===== config.mk =====
export PLATFORM = sky130hd
export DESIGN_NAME = pc_sequencer
export DESIGN_NICKNAME = d
export VERILOG_FILES = /design/src/rtl/pc_sequencer.sv
export SDC_FILE = /design/constraint.sdc
export NUM_CORES = 1
export LEC_CHECK = 0
export ABC_CLOCK_PERIOD_IN_PS = 5200
export CAP_MARGIN = 10
export CORE_MARGIN = 4
export CORE_UTILIZATION = 48
export DETAILED_ROUTE_END_ITERATION = 7
export HOLD_SLACK_MARGIN = 0.06
export PLACE_DENSITY = 0.8
export SLEW_MARGIN = 10
export SYNTH_ARGS = -nofsm -noshare
export SYNTH_HDL_FRONTEND = slang
export SYNTH_SLANG_ARGS = --single-unit

===== constraint.sdc =====
create_clock -name clk -period 5.2 [get_ports clk]
set_clock_uncertainty 0.2 [all_clocks]
set_input_delay 1.04 -clock clk [delete_from_list [all_inputs] [get_ports clk]]
set_output_delay 1.04 -clock clk [all_outputs]
set_load 0.01 [all_outputs]

===== src/rtl/pc_sequencer.sv =====
// pc_sequencer: program-counter owner at the head of the IF stage.
// Issues instruction-memory fetches, arbitrates the next-PC source
// (exception > jump > branch > sequential) and remembers a redirect that
// arrives while a fetch is still outstanding, so the wrong-path response
// can be dropped.
// Build option: define PC_ALIGN_CHECK_EN to turn misaligned branch/jump
// targets into an exception redirect that pulses `misalign`. Without it,
// target bits [1:0] are cleared and `misalign` stays low.
module pc_sequencer #(
  parameter logic [31:0] RESET_PC   = 32'h0000_0000,
  parameter logic [31:0] EXC_VECTOR = 32'h0000_0180
) (
  input  logic        clk,
  input  logic        rst_n,
  input  logic        stall,
  output logic        imem_req,
  output logic [31:0] imem_addr,
  input  logic        imem_ack,
  input  logic        branch_taken,
  input  logic [31:0] branch_target,
  input  logic        jump,
  input  logic [31:0] jump_target,
  input  logic        exc,
  output logic [31:0] pc,
  output logic [31:0] pc_plus4,
  output logic [1:0]  pc_src,
  output logic        inst_valid,
  output logic        misalign
);

  // Source codes double as redirect priorities: a larger value wins.
  localparam logic [1:0] SRC_NONE   = 2'd0;
  localparam logic [1:0] SRC_BRANCH = 2'd1;
  localparam logic [1:0] SRC_JUMP   = 2'd2;
  localparam logic [1:0] SRC_EXC    = 2'd3;

  typedef enum logic [1:0] {
    ST_IDLE  = 2'd0,  // no request outstanding
    ST_FETCH = 2'd1,  // on-path request outstanding
    ST_KILL  = 2'd2   // request outstanding, its response is wrong-path
  } state_e;

  state_e      state_q;
  logic [31:0] pc_q;
  logic        req_q;
  logic [31:0] pend_addr_q;
  logic [1:0]  pend_pri_q;
  logic        pend_valid_q;

  logic        redirect_s;
  logic [1:0]  win_pri_s;
  logic [31:0] win_tgt_s;
  logic        mis_s;
  logic        accept_s;

  // Pick the winning redirect source and its (possibly adjusted) target.
  always_comb begin
    redirect_s = exc | jump | branch_taken;
    win_pri_s  = SRC_NONE;
    win_tgt_s  = 32'h0000_0000;
    mis_s      = 1'b0;
    if (exc) begin
      win_pri_s = SRC_EXC;
      win_tgt_s = EXC_VECTOR;
    end else if (jump) begin
      win_pri_s = SRC_JUMP;
      win_tgt_s = jump_target;
    end else if (branch_taken) begin
      win_pri_s = SRC_BRANCH;
      win_tgt_s = branch_target;
    end else begin
      win_pri_s = SRC_NONE;
    end
`ifdef PC_ALIGN_CHECK_EN
    // A misaligned branch/jump target becomes an exception redirect.
    if (((win_pri_s == SRC_JUMP) || (win_pri_s == SRC_BRANCH)) &&
        (win_tgt_s[1:0] != 2'b00)) begin
      win_pri_s = SRC_EXC;
      win_tgt_s = EXC_VECTOR;
      mis_s     = 1'b1;
    end else begin
      mis_s = 1'b0;
    end
`else
    // Without the check, branch/jump targets are silently word-aligned.
    if (win_pri_s != SRC_EXC) begin
      win_tgt_s[1:0] = 2'b00;
    end else begin
      mis_s = 1'b0;
    end
`endif
  end

  // A redirect is accepted unless it loses to an already pending one.
  always_comb begin
    accept_s = redirect_s;
    if ((state_q == ST_KILL) && pend_valid_q && (win_pri_s < pend_pri_q)) begin
      accept_s = 1'b0;
    end else begin
      accept_s = redirect_s;
    end
  end

  assign pc         = pc_q;
  assign imem_addr  = pc_q;
  assign imem_req   = req_q;
  assign pc_plus4   = pc_q + 32'd4;
  assign pc_src     = (rst_n && accept_s) ? win_pri_s : SRC_NONE;
  assign misalign   = rst_n & accept_s & mis_s;
  assign inst_valid = imem_ack & (state_q == ST_FETCH) & ~redirect_s;

  // Fetch FSM: owns pc, the request strobe and the pending redirect.
  always_ff @(posedge clk or negedge rst_n) begin
    if (!rst_n) begin
      state_q      <= ST_IDLE;
      pc_q         <= RESET_PC;
      req_q        <= 1'b0;
      pend_addr_q  <= 32'h0000_0000;
      pend_pri_q   <= SRC_NONE;
      pend_valid_q <= 1'b0;
    end else begin
      case (state_q)
        ST_IDLE: begin
          if (redirect_s) begin
            pc_q <= win_tgt_s;
          end
          if (!stall) begin
            state_q <= ST_FETCH;
            req_q   <= 1'b1;
          end
        end

        ST_FETCH: begin
          if (imem_ack) begin
            // Response consumed; a same-cycle redirect simply overrides pc+4.
            pc_q <= redirect_s ? win_tgt_s : (pc_q + 32'd4);
            if (stall) begin
              state_q <= ST_IDLE;
              req_q   <= 1'b0;
            end else begin
              state_q <= ST_FETCH;
              req_q   <= 1'b1;
            end
          end else if (redirect_s) begin
            // Request cannot be withdrawn: park the redirect until the ack.
            pend_addr_q  <= win_tgt_s;
            pend_pri_q   <= win_pri_s;
            pend_valid_q <= 1'b1;
            state_q      <= ST_KILL;
          end
        end

        ST_KILL: begin
          if (imem_ack) begin
            pc_q         <= accept_s ? win_tgt_s : pend_addr_q;
            pend_valid_q <= 1'b0;
            pend_pri_q   <= SRC_NONE;
            if (stall) begin
              state_q <= ST_IDLE;
              req_q   <= 1'b0;
            end else begin
              state_q <= ST_FETCH;
              req_q   <= 1'b1;
            end
          end else if (accept_s) begin
            pend_addr_q <= win_tgt_s;
            pend_pri_q  <= win_pri_s;
          end
        end

        default: begin
          state_q      <= ST_IDLE;
          req_q        <= 1'b0;
          pend_valid_q <= 1'b0;
          pend_pri_q   <= SRC_NONE;
        end
      endcase
    end
  end

endmodule


==> out/results.ini <==
[run_status]
status = finished clean

[setup_path]
reg2reg_depth = 8
rrSetupSlack_ns = 1.78
cp.arrival_ns = 3.23
crit_path_start_kind = input port
crit_type = in -> out
endpoint_kind = output port
required_ns = 3.96
cp_max_fo = 37

[place]
place_congestion = 0.8543
port_buffers = 166
dp_hpwl_um = 12310
dp_cells = 902

[pwr]
ir_drop_uv = 316.3
p_leak_nw = 2.958
p_per_area_mw_per_mm2 = 476.8

[logic_synthesis]
yosysWarnings = 0
ys_ff_latch = 70
synth_nets = 747
ys_seq_area_frac = 0.3195
ys_types = 65
synth_ff_type = dfrtp_1
synth-edff-count = 0
syn_area_per_cell_um2 = 8.183
netlist_area_mm2 = 0.005483
syn_inst = 670
async_flop_share = 1.000

[clock_network]
clkTransAtPathRegs_ns = 0.05
cts-buffers-inserted = 9
clock-sinks = 70
clk_path_buf_depth = 2
clk_latency_ns = 0.34
cts_hold_buffers = 0
cts_root_buf = clkbuf_16
post-cts-setup-buffer-count = 0
htree_levels = 3
post_cts_resized = 0
cts_tree = built

[grt]
grtUsageTotal = 0.2639
grt_start_max_net_pins = 71
first_global_vias = 5469
overflow = 0
antenna_found_initial = 0
grt_pass1_wl_um = 28120

[cells_and_area]
drive_gt1_frac = 0.09032
syn2layout_area_growth_pct = 31.26
multi_input_area_mm2 = 0.003163
stdcell_count = 915
nets = 850
nFillCells = 966
antennaDiodeCount = 0
seq_area_mm2 = 0.001752

[sta]
rsz0062_at_grt = no
fmax_ghz = 0.2239
holdWs_ns = 0.2787
min_period_ns = 4.467
hold_viol = 0
min_period_over_period = 0.8590
slew_violations = 0
setup_viol = 0
relSlewSlack = 0.3918
finalSetupTns_ns = 0
worst_pin_slew_ns = 0.9123

[worst_hold_path]
hp-class = reg -> reg
hold_path_depth = 2

[job]
maxCapViolations = 0

[floorplan]
ios = 172
die_y_um = 114.9
die_w_um = 114.9
start_util = 0.4971
fp.dieArea_mm2 = 0.01320
num_rows = 38
core-area_mm2 = 0.01103

[drt]
post-route-drc-count = 0
routedWlPerCell_um = 19.21
drt_first_pass_iters = 6
via_per_inst = 6.130
routed_wl_um = 17570
detail-route-antenna-nets = 0
drt-initial-drc-count = 309
vias = 5609

## worst max-delay path, cell delays in order
cell and delay, ns:
clkdlybuf4s50_1 0.48, buf_4 0.40, and3b_1 0.26, a211oi_4 0.25
nand2_1 0.10, nor2_1 0.13, clkdlybuf4s50_1 0.56
## cells in the mapped netlist, types with 6 or more instances
cell	n	area, um2
xnor2_1	13	113.9
buf_4	35	262.8
nand3_1	12	60.06
a221oi_1	8	70.07
or2_2	9	56.30
nor2_1	27	101.4
nor3_1	16	80.08
clkbuf_1	32	120.1
buf_2	13	65.06
nand3b_1	26	195.2
xor2_1	6	52.55
o31a_1	7	61.31
a21oi_1	77	385.4
ha_1	6	75.07
inv_1	24	90.09
nor4_1	10	62.56
o21ai_0	59	295.3
nand4_1	6	37.54
a21o_1	12	90.09
nand2_1	66	247.7
dfrtp_1	70	1752
mux2_2	24	270.3
mux2i_1	19	190.2
## power by group
part           switching, mW  leakage (nW)  internal, mW  total [mW]
logic                   1.00          1.91         0.926        1.93
clock network          0.219         0.124         0.312       0.530
registers              0.243         0.926         0.731       0.974
total                   1.46          2.96          1.97        3.43
## registers in the layout, indices dropped and copies added, names as in the netlist
name          flops
imem_addr        32
imem_req          1
pend_addr_q      32
pend_pri_q        2
pend_valid_q      1
state_q           2
## routing by layer
| metal | wire length (um) | vias up | part of all wire | track usage |
|---|---|---|---|---|
| met3 | 1512 | 37 | 0.086 | 0.04789 |
| li1 | - | 2589 | - | - |
| met5 | 0 | - | 0 | 0 |
| met2 | 8745 | 288 | 0.50 | 0.4518 |
| met4 | 353 | 0 | 0.020 | 0.09233 |
| met1 | 6963 | 2695 | 0.40 | 0.3348 |
## final timing paths
kind                                 start         endpoint
max                                    exc        pc_src[1]
max reg2reg                     state_q[0]    imem_addr[29]
min reg2reg                pend_addr_q[15]  pend_addr_q[15]
min                        pend_addr_q[15]  pend_addr_q[15]
min in group asynchronous            rst_n    pend_pri_q[1]
max in group asynchronous            rst_n    imem_addr[15]
## layout by cell type (no fill, tap or decap), types with 13 or more instances in the layout
cell | netlist | routed
clkdlybuf4s50_1 | 0 | 164
a21oi_1 | 77 | 77
dfrtp_1 | 70 | 70
nand2_1 | 66 | 66
o21ai_0 | 59 | 59
nor2_1 | 27 | 27
nand3b_1 | 26 | 26
inv_1 | 24 | 24
mux2_2 | 24 | 24
mux2i_1 | 19 | 19
nor3_1 | 16 | 16
xnor2_1 | 13 | 13
buf_4 | 35 | 13
## through the flow
step	area (um2)	power (mW)	setup slack, ns	utilization
after floorplan	5483	2.070	0.5988	-
after global placement	6953	2.817	0.7007	0.6303
after detailed placement	6953	2.884	0.7050	0.6303
after CTS	7197	3.420	0.7001	0.6525
after global routing	7197	3.646	0.5006	0.6525
final	7197	3.431	0.7330	0.6525
## logic make-up after synthesis
group / count (synthesis) / share of synthesized area
flip-flops: 70 / 0.3195
XOR/XNOR: 19 / 0.03035
AND/OR/NAND/NOR: 208 / 0.2077
adder cells (fa/ha/maj): 6 / 0.01369
multiplexers: 43 / 0.08398
other: 1 / 0.0006840
buffers and inverters: 113 / 0.1098
AO/OA/AOI/OAI: 210 / 0.2344
## final cells by class
class / count / area share
Multi-Input combinational cell: 487 / 0.4395
Timing Repair Buffer: 180 / 0.2458
Sequential cell: 70 / 0.2434
Clock buffer: 10 / 0.03182
Tap cell: 140 / 0.02434
Inverter: 25 / 0.01304
Clock inverter: 3 / 0.002086
Power figures use the tool's default switching activity.
